File: config.mk
export PLATFORM = sky130hd
export DESIGN_NAME = tone_arbiter
export DESIGN_NICKNAME = d
export VERILOG_FILES = /design/src/rtl/tone_arbiter.sv
export SDC_FILE = /design/constraint.sdc
export NUM_CORES = 1
export LEC_CHECK = 0
export ABC_CLOCK_PERIOD_IN_PS = 2700
export CAP_MARGIN = 30
export CORE_MARGIN = 8
export CORE_UTILIZATION = 40
export CTS_CLUSTER_SIZE = 20
export DETAILED_ROUTE_END_ITERATION = 8
export PLACE_DENSITY = 0.76
export SYNTH_ARGS = -nofsm -noshare
export SYNTH_HDL_FRONTEND = slang
export SYNTH_SLANG_ARGS = --single-unit
File: constraint.sdc
create_clock -name clk -period 2.7 [get_ports clk]
set_clock_uncertainty 0.15 [all_clocks]
set_input_delay 0.54 -clock clk [delete_from_list [all_inputs] [get_ports clk]]
set_output_delay 0.54 -clock clk [all_outputs]
set_load 0.005 [all_outputs]
File: src/rtl/tone_arbiter.sv
// tone_arbiter: shares one tone_generator between the background music
// streamer and a foreground UI beeper. A beep pre-empts the streamer, is
// followed by a silent gap, and then control returns to the streamer.
//
// Build option TONE_ARB_QUEUE_EN:
//   defined   - one-deep pending-beep buffer; a start that arrives during
//               BEEP/GAP is held and played after the current gap.
//   undefined - only STREAM accepts beeps; any other start is dropped.
//
// Every output is registered. tone/output_enable follow the state the
// arbiter is in during the sampling cycle, so a new beep shows up one edge
// after its start is taken. beep_active follows the next state instead.
// An abort acts on the outputs in the same cycle it is sampled.

module tone_arbiter #(
  parameter int TONE_W      = 24,
  parameter int CNT_W       = 24,
  parameter int BEEP_CYCLES = 3300000,
  parameter int GAP_CYCLES  = 330000
) (
  input  logic              clk,
  input  logic              rst,
  input  logic [TONE_W-1:0] stream_tone,
  input  logic              stream_enable,
  input  logic              beep_start,
  input  logic [TONE_W-1:0] beep_tone,
  input  logic              beep_abort,
  output logic [TONE_W-1:0] tone,
  output logic              output_enable,
  output logic              beep_active,
  output logic              beep_done,
  output logic              beep_dropped
);

  localparam logic [1:0] ST_STREAM = 2'd0;
  localparam logic [1:0] ST_BEEP   = 2'd1;
  localparam logic [1:0] ST_GAP    = 2'd2;

  localparam logic [CNT_W-1:0] BEEP_LAST = CNT_W'(BEEP_CYCLES - 1);
  localparam logic [CNT_W-1:0] GAP_LAST  = CNT_W'(GAP_CYCLES - 1);
  localparam logic [CNT_W-1:0] CNT_ONE   = CNT_W'(1);

  logic [1:0]        state_q, state_d;
  logic [CNT_W-1:0]  cnt_q, cnt_d;
  logic [TONE_W-1:0] lat_tone_q, lat_tone_d;
  logic [TONE_W-1:0] tone_q, tone_d;
  logic              oe_q, oe_d;
  logic              active_q, active_d;
  logic              done_q, done_d;
  logic              dropped_q, dropped_d;
  logic [1:0]        out_state;

`ifdef TONE_ARB_QUEUE_EN
  logic              pend_valid_q, pend_valid_d;
  logic [TONE_W-1:0] pend_tone_q, pend_tone_d;
`endif

  // Next-state, duration counter, beep tone latch and request bookkeeping.
  always_comb begin
    state_d    = state_q;
    cnt_d      = cnt_q;
    lat_tone_d = lat_tone_q;
    done_d     = 1'b0;
    dropped_d  = 1'b0;
`ifdef TONE_ARB_QUEUE_EN
    pend_valid_d = pend_valid_q;
    pend_tone_d  = pend_tone_q;
`endif

    case (state_q)
      ST_STREAM: begin
        if (beep_start) begin
          state_d    = ST_BEEP;
          cnt_d      = '0;
          lat_tone_d = beep_tone;
        end
      end
      ST_BEEP: begin
        if (cnt_q == BEEP_LAST) begin
          state_d = ST_GAP;
          cnt_d   = '0;
          done_d  = 1'b1;
        end else begin
          cnt_d = cnt_q + CNT_ONE;
        end
      end
      ST_GAP: begin
        if (cnt_q == GAP_LAST) begin
          cnt_d   = '0;
          state_d = ST_STREAM;
`ifdef TONE_ARB_QUEUE_EN
          if (pend_valid_q) begin
            // Queued beep takes priority over anything arriving right now.
            state_d      = ST_BEEP;
            lat_tone_d   = pend_tone_q;
            pend_valid_d = 1'b0;
          end else if (beep_start) begin
            // Empty buffer on the final gap cycle: start the beep directly.
            state_d    = ST_BEEP;
            lat_tone_d = beep_tone;
          end
`endif
        end else begin
          cnt_d = cnt_q + CNT_ONE;
        end
      end
      default: begin
        state_d = ST_STREAM;
        cnt_d   = '0;
      end
    endcase

    // Requests arriving while a beep or gap is in progress.
    if (beep_start && (state_q != ST_STREAM)) begin
`ifdef TONE_ARB_QUEUE_EN
      if (pend_valid_q) begin
        dropped_d = 1'b1;
      end else if (!((state_q == ST_GAP) && (cnt_q == GAP_LAST))) begin
        pend_valid_d = 1'b1;
        pend_tone_d  = beep_tone;
      end
`else
      dropped_d = 1'b1;
`endif
    end

    // Abort beats everything, including a simultaneous start or completion.
    if (beep_abort) begin
      state_d   = ST_STREAM;
      cnt_d     = '0;
      done_d    = 1'b0;
      dropped_d = 1'b0;
`ifdef TONE_ARB_QUEUE_EN
      pend_valid_d = 1'b0;
`endif
    end
  end

  // Output selection: an abort hands the piezo back to the streamer at once.
  always_comb begin
    out_state = beep_abort ? ST_STREAM : state_q;
    tone_d    = '0;
    oe_d      = 1'b0;
    case (out_state)
      ST_STREAM: begin
        tone_d = stream_tone;
        oe_d   = stream_enable;
      end
      ST_BEEP: begin
        tone_d = lat_tone_q;
        oe_d   = (lat_tone_q != '0);
      end
      default: begin
        tone_d = '0;
        oe_d   = 1'b0;
      end
    endcase
    active_d = (state_d != ST_STREAM);
  end

  // State, counter and output registers with asynchronous active-low reset.
  always_ff @(posedge clk or negedge rst) begin
    if (!rst) begin
      state_q    <= ST_STREAM;
      cnt_q      <= '0;
      lat_tone_q <= '0;
      tone_q     <= '0;
      oe_q       <= 1'b0;
      active_q   <= 1'b0;
      done_q     <= 1'b0;
      dropped_q  <= 1'b0;
    end else begin
      state_q    <= state_d;
      cnt_q      <= cnt_d;
      lat_tone_q <= lat_tone_d;
      tone_q     <= tone_d;
      oe_q       <= oe_d;
      active_q   <= active_d;
      done_q     <= done_d;
      dropped_q  <= dropped_d;
    end
  end

`ifdef TONE_ARB_QUEUE_EN
  // Pending-beep buffer registers.
  always_ff @(posedge clk or negedge rst) begin
    if (!rst) begin
      pend_valid_q <= 1'b0;
      pend_tone_q  <= '0;
    end else begin
      pend_valid_q <= pend_valid_d;
      pend_tone_q  <= pend_tone_d;
    end
  end
`endif

  assign tone          = tone_q;
  assign output_enable = oe_q;
  assign beep_active   = active_q;
  assign beep_done     = done_q;
  assign beep_dropped  = dropped_q;

endmodule
# ---- Word level (Yosys, flattened, before mapping)
# Cells that the tools add are included.
dict set report op_classes {
  n_addsub 1
  mux 18
  n_eq_ne 6
  reduce_logical 7
}
# cell n
set ops {}
lappend ops {{24-bit 2-to-1 mux} 4}
lappend ops {{24-bit case mux with 3 select lines} 1}
lappend ops {{24-bit case mux with 2 select lines} 1}
lappend ops {{24-bit by 1-bit adder with 24-bit output (second input constant)} 1}
lappend ops {{24-bit by 19-bit equality test with 1-bit output (second input constant)} 1}
lappend ops {{24-bit by 22-bit equality test with 1-bit output (second input constant)} 1}
lappend ops {{24-bit nonzero test} 1}
lappend ops {{2-bit 2-to-1 mux} 5}
lappend ops {{2-bit case mux with 3 select lines} 1}
lappend ops {{1-bit 2-to-1 mux} 5}
lappend ops {{2-bit by 1-bit equality test with 1-bit output (second input constant)} 2}
lappend ops {{2-bit zero test} 2}
lappend ops {{2-bit nonzero test} 2}
lappend ops {{3-bit != test (second input constant)} 1}
lappend ops {{2-bit equality test (second input constant)} 1}
lappend ops {{1-bit case mux with 2 select lines} 1}
lappend ops {{2-bit AND reduction} 1}
lappend ops {{1-bit logical AND} 1}
dict set report word_totals {
  out_inout_bits 28
  input_bits 53
  regBits 78
  elab_cells 40
}

# ---- Longest topological paths before layout
dict set report logic_depth {
  depth_word 5
  depth_mapped 9
  ltp_nobuf 7
}

# ---- Worst setup path after synthesis
# OpenSTA, ideal clock, no wires.
dict set report synth_timing {
  path_type {flip-flop to flip-flop}
  from {register cnt_q[0]}
  to {register cnt_q[2]}
  path_stages_with_launch 9
  arrival_ps 1811
  required_ps 2429
  path_buffers 1
  setup_slack_ps 618
  cell_sequence {dfrtp_1 -> ha_1 -> and4_1 -> buf_2 -> nand3_2 -> o41ai_2 -> a21boi_1 -> a21o_1 -> a22o_1}
}
dict set report synth_via {
  elab_chain_len 4
  elab_cells_between_ends 7
}
# item line
set synth_lines {}
lappend synth_lines {{start, declared} 44} ;# logic [CNT_W-1:0] cnt_q, cnt_d;
lappend synth_lines {{start signal, assigned} 174} ;# cnt_q <= cnt_d;
lappend synth_lines {{24-bit by 1-bit adder with 24-bit output (tied with other cells)} {84, 104}}
lappend synth_lines {{24-bit 2-to-1 mux, on equally long branches} {88, 79}}
lappend synth_lines {{24-bit case mux with 3 select lines (*)} 70} ;# case (state_q)
lappend synth_lines {{24-bit 2-to-1 mux (*)} 128} ;# if (beep_abort) begin
# Every way passes the cells marked *; elsewhere a longest branch is shown, timed or not.
# A chain may end at the register's enable or synchronous reset.

# ---- Final worst setup path
dict set report layout_timing {
  from {register cnt_q[19]}
  to {register cnt_q[13]}
}
dict set report layout_via {
  elab_chain_len 4
  elab_cells_between_ends 6
}
# item line
set layout_lines {}
lappend layout_lines {{24-bit by 19-bit equality test with 1-bit output / 24-bit by 22-bit equality test with 1-bit output (equally long branches)} {88, 79}}
lappend layout_lines {{24-bit 2-to-1 mux, on equally long branches} {88, 79}}
lappend layout_lines {{24-bit case mux with 3 select lines (*)} 70}
lappend layout_lines {{24-bit 2-to-1 mux (*)} 128}
# Marks and branches as above.

==> metrics.md <==
| Metric | Value |
|---|---|
| Run status | completed |
| Worst hold slack | 0.0282 ns |
| Final core occ | 0.543 |
| DRC Markers | 0 |
| Total Routed Length | 9.02 mm |
| Clk sinks | 78 |
| Setup CP Type | reg2reg |
| Largest net degree at the start of global routing | between 40 and 50 |
| Post-Place Cells | 484 |
| Share of cells above drive strength 1 | 0.156 |
| Core footprint | 8720 µm² |
| Final setup viols | 0 |
| Die footprint | about 12,000 µm² |
| Fmax achieved | 429 MHz |
| Initial core utilization | 0.412 |
| Fin nets | between 400 and 500 |
| Leak | between 0.0015 and 0.002 µW |
| Critical path fanouts, max | 32 |
| Number of global-route vias before repair | roughly 3,000 |
| Seq/Total Area, Yosys | 0.543 |
| Drt pass-1 iters | 4 |
| Initial DRC Count | just over 80 |
| Arrival time worst endpoint | around 2.4 ns |
| Layout area overhead | 31.7% |
| Peak VDD IR | about 0.32 mV |
| Max-slew violation count | 0 |
| Unrepaired setup endpoints after global routing | no |
| PostCTS Resize Cnt | 0 |
| Setup_tns | 0 ns |
| Post-Syn Area | approximately 3600 µm² |
| Antenna Nets Post-Route | 0 |
| PwrDens | about 570 nW/µm² |
| I/O Pins | 81 |
| Post-synth cell types | 50 |
| Hold_buf cts | 0 |
| Placer congestion estimate | about 0.86 |
| Avg WL per Cell | about 18 µm |
| TritonCTS Buffers | 9 |
| Avg Vias per Cell | 5.70 |
| Antenna violations before repair | 0 |
| Fin cells | 500 |
| Slowest CP cell | dfrtp_1 |
| Top_reg_cell synth | dfrtp_1 |
| Multi-input gate area | 1530 µm² |
| Clock root buffer | clkbuf_8 |
| Inserted Diodes | 0 |
| Final hold viol count | 0 |
| Post-synth EDFFs | 0 |
| Syn Inst Count | 312 |
| Register clock-pin slew on the reported worst setup and hold paths | 0.09 ns |
| DIE HEIGHT | 111 µm |
| Avg Inst Size Synth | 11.5 µm² |
| Dpl hpwl | 6.60 mm |
| Required time of the critical path | 2.76 ns |
| Synth Warn # | 0 |
| Fill count | between 700 and 800 |
| Clock Latency Late Sink | 0.35 ns |
| H-tree Lvls | 3 |
| Post-CTS Setup Bufs | 0 |
| Crit path cell chain | nor4_2 > nand4b_2 > nor4_4 > o21ai_2 > buf_12 > a41oi_1 > a31oi_1 |
| PortBufs | 80 |
| CTS Buffer Depth | 2 |
| Final period utilization | 0.863 |
| Startpoint Class | flip-flop |
| Min-delay worst type | in2async |
| GRT overflow | 0 |
| Synthesized net count | 370 |
| Via count | 2,849 |
| Relative slew margins | 0.317 |
| Total track usage | 0.149 |
| Critical path capture point type | flip-flop |
| FFs w/ async S/R, synth | 1.00 |
| Die width | between 100 and 150 µm |
| # rows | 34 |
| Register bit total from synthesis | 78 |
| Worst Max-Slew Pin Slew | 1.02 ns |
| Max stage delay on crit path | 0.47 ns |
| Min Clock Period, post-route | between 2 and 2.5 ns |
| CTS tree | done |
| Maxcap violations | 0 |
| Register area | 1950 µm² |
| Wire length of the first global-routing pass | between 15 and 20 mm |
==> per-layer routing <==
layer	vias up	GRT usage	part of all wire
li1	1323	-	-
met1	1425	0.186	0.43
met2	86	0.243	0.50
met3	15	0.0308	0.051
met4	0	0.0649	0.017
met5	-	0	0
==> critical path: cells and delay by family, from the launching register on <==
family | cells | cell delay [ns]
compound gates | 3 | 0.38
simple gates | 3 | 1.00
buf+inv | 1 | 0.18
flops | 1 | 0.47
==> cells in the mapped netlist, drive strengths merged (2+ instances only) <==
master	instances	area [µm²]
a21oi	9	45.0
a22o	27	236
a31oi	16	100
a41oi	3	26.3
and2	2	12.5
and3	6	37.5
and4	4	35.0
buf	10	53.8
clkbuf	12	45.0
dfrtp	78	1950
ha	5	62.6
inv	6	22.5
mux2	24	270
mux2i	2	20.0
nand2	26	100
nand2b	2	12.5
nand3	12	65.1
nand4	9	56.3
nor2	4	15.0
nor2b	2	12.5
nor3	8	45.0
nor4	10	96.4
o21ai	10	53.8
or2	3	18.8
or4b	2	20.0
xnor2	4	35.0
xor2	2	17.5
==> through the flow <==
stage          worst slack, ns  area (µm²)  total power [µW]
5_1_grt                  0.184        4740              2830
3_5_place_dp             0.373        4510              1750
2_1_floorplan            0.618        3600              1500
3_3_place_gp             0.412        4510              1730
4_1_cts                  0.366        4740              2750
6_report                 0.369        4740              2720
==> sequential cells by signal, indices dropped and copies added (netlist names) <==
| register | flops |
|---|---|
| state_q | 2 |
| beep_dropped | 1 |
| output_enable | 1 |
| cnt_q | 24 |
| tone | 24 |
| lat_tone_q | 24 |
| beep_done | 1 |
| beep_active | 1 |
==> cell usage in the layout, fill, tap and decap left out, types with 5 or more instances in the layout <==
| master | Yosys | final |
|---|---|---|
| clkdlybuf4s50_1 | 0 | 79 |
| dfrtp_1 | 78 | 78 |
| a22o_1 | 27 | 27 |
| nand2_1 | 25 | 25 |
| mux2_2 | 24 | 24 |
| a31oi_1 | 16 | 16 |
| nand3_1 | 11 | 11 |
| nand4_1 | 9 | 9 |
| o21ai_0 | 9 | 9 |
| a21oi_1 | 9 | 9 |
| clkbuf_8 | 0 | 9 |
| inv_1 | 6 | 6 |
| nor3_1 | 7 | 6 |
| and3_1 | 6 | 6 |
| nor4_1 | 6 | 6 |
| ha_1 | 5 | 5 |
| buf_4 | 0 | 5 |
==> report_power, final <==
group	total (µW)	switching (µW)	internal [µW]
Clock	997	461	536
Combinational	386	146	240
Sequential	1330	65.4	1270
==> worst paths after layout <==
kind	start	endpoint	slack, ns	cells after the start
max	cnt_q[19]	cnt_q[13]	0.37	7
min	rst	lat_tone_q[11]	0.03	1
max reg2reg	cnt_q[19]	cnt_q[13]	0.37	7
min reg2reg	cnt_q[23]	cnt_q[23]	0.36	1
max in group asynchronous	rst	cnt_q[7]	1.79	2
min in group clk	cnt_q[23]	cnt_q[23]	0.36	1
==> cell families (layout without fill, tap and decap cells) <==
kind of cell,Yosys count,in the layout,share of synthesized area
AOI/OAI and AO/OA,73,73,0.148
xor gates and xnor gates,6,6,0.0146
adders and majority gates,5,5,0.0174
buffers and inverters,28,108,0.0337
DFF,78,78,0.543
muxes,26,26,0.0807
and+or+nand+nor,96,96,0.162
==> final cells by class <==
| type | count | area share |
|---|---|---|
| multi-input cells | 206 | 0.323 |
| inverters | 6 | 0.00476 |
| clock inverters | 7 | 0.0217 |
| well taps | 108 | 0.0285 |
| clock buffers | 9 | 0.0262 |
| flip-flops and latches | 78 | 0.412 |
| repair buffers | 86 | 0.183 |
Note: power is estimated with default switching activity, not from simulation.
